--- src/rtl/spi_master_multi_pkg.sv ---
// Shared types and width helpers for the multi-slave SPI master.
package spi_pkg;

  typedef enum logic [1:0] {
    IDLE     = 2'd0,
    SETUP    = 2'd1,
    TRANSFER = 2'd2,
    HOLD     = 2'd3
  } state_t;

  typedef struct packed {
    logic cpol;
    logic cpha;
  } spi_mode_t;

  // Edge counter must hold 2*width plus one spare bit.
  function automatic int cnt_w(input int width);
    return $clog2(2 * width) + 1;
  endfunction

  function automatic int sel_w(input int n_ss);
    return (n_ss > 1) ? $clog2(n_ss) : 1;
  endfunction

endpackage

--- src/rtl/spi_master_multi_if.sv ---
// Host-side handshake plus SPI pins of the multi-slave master.
interface spi_master_multi_if #(
  parameter int WIDTH = 8,
  parameter int N_SS  = 4,
  parameter int DIV_W = 8
);
  import spi_pkg::*;

  localparam int SEL_W = sel_w(N_SS);

  logic             start;
  logic             ready;
  logic [WIDTH-1:0] tx_data;
  logic [SEL_W-1:0] ss_sel;
  logic             cpol;
  logic             cpha;
  logic [DIV_W-1:0] clk_div;
  logic [WIDTH-1:0] rx_data;
  logic             rx_valid;
  logic             err;
  logic             busy;
  logic             sclk;
  logic             mosi;
  logic             miso;
  logic [N_SS-1:0]  ss_n;

  modport master (
    input  start, tx_data, ss_sel, cpol, cpha, clk_div, miso,
    output ready, rx_data, rx_valid, err, busy, sclk, mosi, ss_n
  );

  modport slave (
    output start, tx_data, ss_sel, cpol, cpha, clk_div, miso,
    input  ready, rx_data, rx_valid, err, busy, sclk, mosi, ss_n
  );

endinterface

--- src/rtl/spi_master_multi_clk_gen.sv ---
// Half-period divider and SCLK generator; edge strobes mark the posedge at
// which SCLK toggles, so data logic acts on the same edge as the pin.
module spi_clk_gen #(
  parameter int DIV_W = 8
) (
  input  logic             clk,
  input  logic             rst_n,
  input  logic             en,
  input  logic             edge_en,
  input  logic [DIV_W-1:0] clk_div,
  input  logic             cpol,
  output logic             tick,
  output logic             edge_lead,
  output logic             edge_trail,
  output logic             sclk
);

  logic [DIV_W-1:0] cnt_q, cnt_d;
  logic             phase_q, phase_d;
  logic             sclk_q, sclk_d;

  always_comb begin
    tick       = en && (cnt_q == clk_div);
    cnt_d      = (!en || tick) ? '0 : cnt_q + 1'b1;
    phase_d    = !edge_en ? 1'b0 : (tick ? ~phase_q : phase_q);
    edge_lead  = edge_en && tick && !phase_q;
    edge_trail = edge_en && tick && phase_q;
    sclk_d     = cpol ^ phase_d;
  end

  always_ff @(posedge clk or negedge rst_n) begin
    if (!rst_n) begin
      cnt_q   <= '0;
      phase_q <= 1'b0;
      sclk_q  <= 1'b0;
    end else begin
      cnt_q   <= cnt_d;
      phase_q <= phase_d;
      sclk_q  <= sclk_d;
    end
  end

  assign sclk = sclk_q;

endmodule

--- src/rtl/spi_master_multi.sv ---
// Parametrised SPI master: runtime CPOL/CPHA and divider, N_SS active-low
// selects, ready/start handshake and one-cycle rx_valid/err strobes.
module spi_master_multi
  import spi_pkg::*;
#(
  parameter int WIDTH = 8,
  parameter int N_SS  = 4,
  parameter int DIV_W = 8
) (
  input  logic                clk,
  input  logic                rst,
  spi_master_multi_if.master  bus
);

  localparam int SEL_W = sel_w(N_SS);
  localparam int CNT_W = cnt_w(WIDTH);
  localparam logic [CNT_W-1:0] LAST_EDGE = CNT_W'(2 * WIDTH - 1);

  state_t           state_q, state_d;
  spi_mode_t        mode_q, mode_d;
  logic [DIV_W-1:0] div_q, div_d;
  logic [WIDTH-1:0] tx_q, tx_d;
  logic [WIDTH-1:0] rx_sh_q, rx_sh_d;
  logic [WIDTH-1:0] rx_data_q, rx_data_d;
  logic [CNT_W-1:0] edge_cnt_q, edge_cnt_d;
  logic [N_SS-1:0]  ss_n_q, ss_n_d;
  logic             mosi_q, mosi_d;
  logic             rx_valid_q, rx_valid_d;
  logic             err_q, err_d;

  logic ready_o, busy_o, clk_en, edge_en, cpol_eff;
  logic accept, sel_bad, tick, edge_lead, edge_trail, sample, shift;

  assign accept  = bus.start && (state_q == IDLE);
  assign sel_bad = (int'(bus.ss_sel) >= N_SS);

  spi_clk_gen #(.DIV_W(DIV_W)) u_clk_gen (
    .clk        (clk),
    .rst_n      (rst),
    .en         (clk_en),
    .edge_en    (edge_en),
    .clk_div    (div_q),
    .cpol       (cpol_eff),
    .tick       (tick),
    .edge_lead  (edge_lead),
    .edge_trail (edge_trail),
    .sclk       (bus.sclk)
  );

  always_ff @(posedge clk or negedge rst) begin
    if (!rst) state_q <= IDLE;
    else      state_q <= state_d;
  end

  always_comb begin
    state_d = state_q;
    case (state_q)
      IDLE:     if (accept && !sel_bad) state_d = SETUP;
      SETUP:    if (tick) state_d = TRANSFER;
      TRANSFER: if (edge_trail && (edge_cnt_q == LAST_EDGE)) state_d = HOLD;
      HOLD:     if (tick) state_d = IDLE;
      default:  state_d = IDLE;
    endcase
  end

  // In IDLE the SCLK level follows the live cpol input so the bus is parked
  // at the right polarity before select goes low.
  always_comb begin
    ready_o  = (state_q == IDLE);
    busy_o   = (state_q != IDLE);
    clk_en   = (state_q != IDLE);
    edge_en  = (state_q == TRANSFER);
    cpol_eff = (state_q == IDLE) ? bus.cpol : mode_q.cpol;
  end

  always_comb begin
    mode_d     = mode_q;
    div_d      = div_q;
    tx_d       = tx_q;
    rx_sh_d    = rx_sh_q;
    rx_data_d  = rx_data_q;
    edge_cnt_d = edge_cnt_q;
    ss_n_d     = ss_n_q;
    mosi_d     = mosi_q;
    rx_valid_d = 1'b0;
    err_d      = 1'b0;

    sample = mode_q.cpha ? edge_trail : edge_lead;
    shift  = mode_q.cpha ? edge_lead  : edge_trail;

    if (accept) begin
      if (sel_bad) begin
        err_d = 1'b1;
      end else begin
        mode_d     = '{cpol: bus.cpol, cpha: bus.cpha};
        div_d      = bus.clk_div;
        // cpha=0 presents the MSB during SETUP, so the shifter starts one bit on.
        tx_d       = bus.cpha ? bus.tx_data : (bus.tx_data << 1);
        mosi_d     = bus.cpha ? 1'b0 : bus.tx_data[WIDTH-1];
        rx_sh_d    = '0;
        edge_cnt_d = '0;
        for (int i = 0; i < N_SS; i++) begin
          ss_n_d[i] = (SEL_W'(i) != bus.ss_sel);
        end
      end
    end

    if (edge_lead || edge_trail) edge_cnt_d = edge_cnt_q + 1'b1;
    if (sample) rx_sh_d = {rx_sh_q[WIDTH-2:0], bus.miso};
    if (shift) begin
      mosi_d = tx_q[WIDTH-1];
      tx_d   = tx_q << 1;
    end

    if ((state_q == HOLD) && tick) begin
      ss_n_d     = '1;
      rx_data_d  = rx_sh_q;
      rx_valid_d = 1'b1;
      mosi_d     = 1'b0;
    end
  end

  always_ff @(posedge clk or negedge rst) begin
    if (!rst) begin
      mode_q     <= '0;
      div_q      <= '0;
      tx_q       <= '0;
      rx_sh_q    <= '0;
      rx_data_q  <= '0;
      edge_cnt_q <= '0;
      ss_n_q     <= '1;
      mosi_q     <= 1'b0;
      rx_valid_q <= 1'b0;
      err_q      <= 1'b0;
    end else begin
      mode_q     <= mode_d;
      div_q      <= div_d;
      tx_q       <= tx_d;
      rx_sh_q    <= rx_sh_d;
      rx_data_q  <= rx_data_d;
      edge_cnt_q <= edge_cnt_d;
      ss_n_q     <= ss_n_d;
      mosi_q     <= mosi_d;
      rx_valid_q <= rx_valid_d;
      err_q      <= err_d;
    end
  end

  assign bus.ready    = ready_o;
  assign bus.busy     = busy_o;
  assign bus.rx_data  = rx_data_q;
  assign bus.rx_valid = rx_valid_q;
  assign bus.err      = err_q;
  assign bus.mosi     = mosi_q;
  assign bus.ss_n     = ss_n_q;

endmodule

--- src/flat_wrapper.sv ---
// flat-port wrapper written by rule: the top's interface ports become plain ports
module spi_master_multi_flat import spi_pkg::*;
#(
  parameter int WIDTH = 8,
  parameter int N_SS  = 4,
  parameter int DIV_W = 8
)
  (clk, rst, bus_start, bus_tx_data, bus_ss_sel, bus_cpol, bus_cpha, bus_clk_div, bus_miso, bus_ready, bus_rx_data, bus_rx_valid, bus_err, bus_busy, bus_sclk, bus_mosi, bus_ss_n);
  spi_master_multi_if #(.WIDTH(WIDTH), .N_SS(N_SS), .DIV_W(DIV_W)) bus_i ();
  input  logic clk;
  input  logic rst;
  input wire logic [$bits(bus_i.start)-1:0] bus_start;
  input wire logic [$bits(bus_i.tx_data)-1:0] bus_tx_data;
  input wire logic [$bits(bus_i.ss_sel)-1:0] bus_ss_sel;
  input wire logic [$bits(bus_i.cpol)-1:0] bus_cpol;
  input wire logic [$bits(bus_i.cpha)-1:0] bus_cpha;
  input wire logic [$bits(bus_i.clk_div)-1:0] bus_clk_div;
  input wire logic [$bits(bus_i.miso)-1:0] bus_miso;
  output wire logic [$bits(bus_i.ready)-1:0] bus_ready;
  output wire logic [$bits(bus_i.rx_data)-1:0] bus_rx_data;
  output wire logic [$bits(bus_i.rx_valid)-1:0] bus_rx_valid;
  output wire logic [$bits(bus_i.err)-1:0] bus_err;
  output wire logic [$bits(bus_i.busy)-1:0] bus_busy;
  output wire logic [$bits(bus_i.sclk)-1:0] bus_sclk;
  output wire logic [$bits(bus_i.mosi)-1:0] bus_mosi;
  output wire logic [$bits(bus_i.ss_n)-1:0] bus_ss_n;
  assign bus_i.start = bus_start;
  assign bus_i.tx_data = bus_tx_data;
  assign bus_i.ss_sel = bus_ss_sel;
  assign bus_i.cpol = bus_cpol;
  assign bus_i.cpha = bus_cpha;
  assign bus_i.clk_div = bus_clk_div;
  assign bus_i.miso = bus_miso;
  assign bus_ready = bus_i.ready;
  assign bus_rx_data = bus_i.rx_data;
  assign bus_rx_valid = bus_i.rx_valid;
  assign bus_err = bus_i.err;
  assign bus_busy = bus_i.busy;
  assign bus_sclk = bus_i.sclk;
  assign bus_mosi = bus_i.mosi;
  assign bus_ss_n = bus_i.ss_n;
  spi_master_multi #(.WIDTH(WIDTH), .N_SS(N_SS), .DIV_W(DIV_W)) u_core (.clk(clk), .rst(rst), .bus(bus_i));
endmodule
--- config.mk ---
export PLATFORM = sky130hd
export DESIGN_NAME = spi_master_multi_flat
export DESIGN_NICKNAME = d
export VERILOG_FILES = /design/src/rtl/spi_master_multi_pkg.sv /design/src/rtl/spi_master_multi_if.sv /design/src/rtl/spi_master_multi_clk_gen.sv /design/src/rtl/spi_master_multi.sv /design/src/flat_wrapper.sv
export SDC_FILE = /design/constraint.sdc
export NUM_CORES = 1
export LEC_CHECK = 0
export BUFFER_PORTS_ARGS = -buffer_cell sky130_fd_sc_hd__buf_4
export CAP_MARGIN = 10
export CORE_MARGIN = 5
export CORE_UTILIZATION = 61
export DETAILED_ROUTE_END_ITERATION = 10
export PLACE_DENSITY = 0.84
export SETUP_SLACK_MARGIN = 0.2
export SYNTH_ARGS = -nofsm -noshare
export SYNTH_HDL_FRONTEND = slang
export SYNTH_SLANG_ARGS = --single-unit
--- constraint.sdc ---
create_clock -name clk -period 5.2 [get_ports clk]
set_input_delay 0.26 -clock clk [delete_from_list [all_inputs] [get_ports clk]]
set_output_delay 0.26 -clock clk [all_outputs]
set_load 0.01 [all_outputs]
==> impl_metrics.yaml <==
sta:
  finalMaxSlewViolations: 0
  timing.fmax_mhz: 414
  slew_headroom_pct: 53.8
  finalCriticalPeriod_ns: 2.41
  setup_tns_ns: 0
  hold_violations: 0
  setup_viol: 0
  period_share_pct: 46.4
  rsz0062_at_grt: "false"
  fin_skew_ns: 0.00962
  worst_slew_pin_slew_ns: 0.688
synthesis:
  postSynthCellCount: 287
  yosysSeqAreaShare_pct: 50.1
  synth_ff_type: "dfrtp_1"
  synth-seq-cells: 57
  synth.avg_cell_area_um2: 9.96
  yosys_warnings: 0
  ys_async_sr_fraction_pct: 100
  syn_nets: 319
  synth_edf_count: 0
  ys_types: 43
  netlist_area_mm2: 0.00286
worst_setup_path:
  rr_startpoint: "u_core.state_q[0]$_DFFE_PN0P_"
  cp_slowest_cell: "nor4_4"
  critPathArrivalTime_ns: 2.63
  endpoint_kind: "register"
  cp_max_fo: 16
  crit_start: "u_core.state_q[0]$_DFFE_PN0P_"
  startpoint_type: "register"
  crit_top_cell: "a211oi_1"
  slowest_delay_ns: 0.65
  path_class: "register to register"
  required_ns: 5.41
  path_cells: "inv_1, ha_1, inv_2, nand3_2, nor4_4, a211oi_1, a211oi_1"
grt:
  grt_pass1_wl_mm: 9.44
  grt_overflow: 0
  grt_usage_pct: 19.8
  grt_max_degree: 58
  grt_pass1_vias: 2078
  antenna_found_initial: 0
die:
  die_y_um: 78.4
  die-area_mm2: 0.00615
  initial_core_util_pct: 61.7
  num_rows: 25
  io_pins: 42
  core_area_mm2: 0.00463
  die_w_um: 78.4
routing:
  vias_per_cell: 5.58
  vias: 2153
  routedWlPerCell_um: 14.5
  firstDrtPassIters: 4
  route.detailed.drc: 0
  ant_nets: 0
  drtIter0Drc: 155
  wirelength_mm: 5.58
cts:
  numCtsBuffers: 9
  clkTransAtPathRegs_ns: 0.07
  cts_sinks: 57
  clock_latency_ns: 0.34
  htreeDepth: 3
  cts_root_buffer: "clkbuf_8"
  post_cts_resized: 0
  cts_buffer_depth: 2
  cts_tree: "built"
min_path:
  worstHoldStart: "bus_clk_div[5]"
  hold_path_class: "primary input to register"
final_layout:
  final_layout_size_suffix_gt1_share_pct: 24.7
  syn2layout_area_growth_pct: 19.1
  final_util_pct: 73.5
  final_common_cell: "nand2_1"
  n_fill_cell: 337
  final_cells: 386
  final_cell_mix: "nand2_1, dfrtp_1, buf_4"
  finalNetCount: 359
  antenna_cells: 0
status:
  outcome: "finished, final reports clean"
pwr:
  power.leakage_uw: 0.00170
  fin_total_pwr_uw: 947
  powerDensity_mw_per_mm2: 278
  ir_drop_mv: 0.175
job:
  maxCapViolations: 0
placement:
  port_buffers: 40
  dp_hpwl_mm: 3.81
  gp_congestion: 0.787
  place_inst: 369
[where the power goes]
part | leakage [µW] | switching [µW] | internal, µW | total [µW]
Combinational | 0.000851 | 17.5 | 16.1 | 33.6
Sequential | 0.000742 | 2.68 | 447 | 449
Clock | 0.000110 | 190 | 274 | 464
[kinds of logic (layout without fill, tap and decap cells)]
family / count (synthesis) / after routing / synth area share, %
simple gates: 124 / 124 / 21.5
flops: 57 / 57 / 50.1
compound gates: 42 / 42 / 8.19
buf+inv: 21 / 66 / 3.33
xor+xnor: 17 / 17 / 6.26
mux: 17 / 17 / 7.01
fa+ha+maj: 8 / 8 / 3.50
other cells: 1 / 1 / 0.131
[cell type report]
class / count / area (µm²) / area share (%)
Clock buffer: 9 / 124 / 3.64
Clock inverter: 7 / 103 / 3.01
Inverter: 8 / 30.0 / 0.882
Multi-Input combinational cell: 209 / 1330 / 39.1
Sequential cell: 57 / 1430 / 42.0
Tap cell: 54 / 67.6 / 1.98
Timing Repair Buffer: 42 / 318 / 9.33
[state kept, by name, summed over array words and instances, names as in the netlist, 2 cells and up]
name	count
u_core.bus.rx_data	8
u_core.state_q	2
u_core.rx_sh_q	8
u_core.bus.ss_n	4
u_core.div_q	8
u_core.mode_q	2
u_core.u_clk_gen.cnt_q	8
u_core.edge_cnt_q	5
u_core.tx_q	8
[per-stage QoR]
step | setup slack [ns] | cell area [µm²] | hold WS [ns]
2_1_floorplan | 3.19 | 2860 | -0.0356
3_3_place_gp | 3.07 | 3170 | 0.349
3_5_place_dp | 2.91 | 3170 | 0.353
4_1_cts | 2.80 | 3400 | 0.110
5_1_grt | 2.58 | 3400 | 0.111
6_report | 2.79 | 3400 | 0.112
[metal layers]
| layer | vias up | track usage, % | wire length, µm |
|---|---|---|---|
| met3 | 14 | 4.36 | 253 |
| met5 | - | 0 | 0 |
| met2 | 49 | 32.4 | 2890 |
| li1 | 1055 | - | - |
| met1 | 1035 | 24.3 | 2280 |
| met4 | 0 | 11.0 | 146 |
[cell usage after synthesis, types with 4 or more instances]
library cell / n / area share [%]
clkbuf_1: 7 / 0.92
buf_2: 4 / 0.70
o21ai_1: 5 / 0.88
nor2_1: 18 / 2.4
o21ai_0: 20 / 3.5
xor2_1: 6 / 1.8
xnor2_2: 4 / 2.3
ha_1: 8 / 3.5
mux2i_1: 8 / 2.8
nand2_1: 67 / 8.8
a21oi_1: 8 / 1.4
mux2_4: 5 / 2.6
xnor2_1: 7 / 2.1
dfstp_2: 4 / 3.7
and3_1: 4 / 0.88
nand3_1: 14 / 2.5
inv_1: 7 / 0.92
mux2_2: 4 / 1.6
dfrtp_1: 53 / 46
[critical path: cells and delay by family, from the launching register on]
family | cells | cell delay (ns)
simple gates | 2 | 0.86
compound gates | 2 | 0.46
flops | 1 | 0.40
fa+ha+maj | 1 | 0.31
buf+inv | 2 | 0.26
[what timing repair did]
action | 4_1_cts | 5_1_grt
buffers inserted | 0 | 0
hold buffers | 1 | 0
hold endpoints to repair | 24 | 0
endpoints found under the setup margin | 0 | 0
[path summary, 6_finish.rpt]
check                      depth (start not counted)  slack (ns)                            end
max                                                7        2.79    u_core.bus.mosi$_DFFE_PN0P_
min reg2reg                                        2        0.48     u_core.tx_q[3]$_DFFE_PN0P_
max reg2reg                                        7        2.79    u_core.bus.mosi$_DFFE_PN0P_
min in group asynchronous                          2        0.52  u_core.rx_sh_q[5]$_DFFE_PN0P_
max in group asynchronous                          2        4.23    u_core.div_q[0]$_DFFE_PN0P_
min                                                3        0.11    u_core.div_q[5]$_DFFE_PN0P_
(Power assumes the default switching activity.)
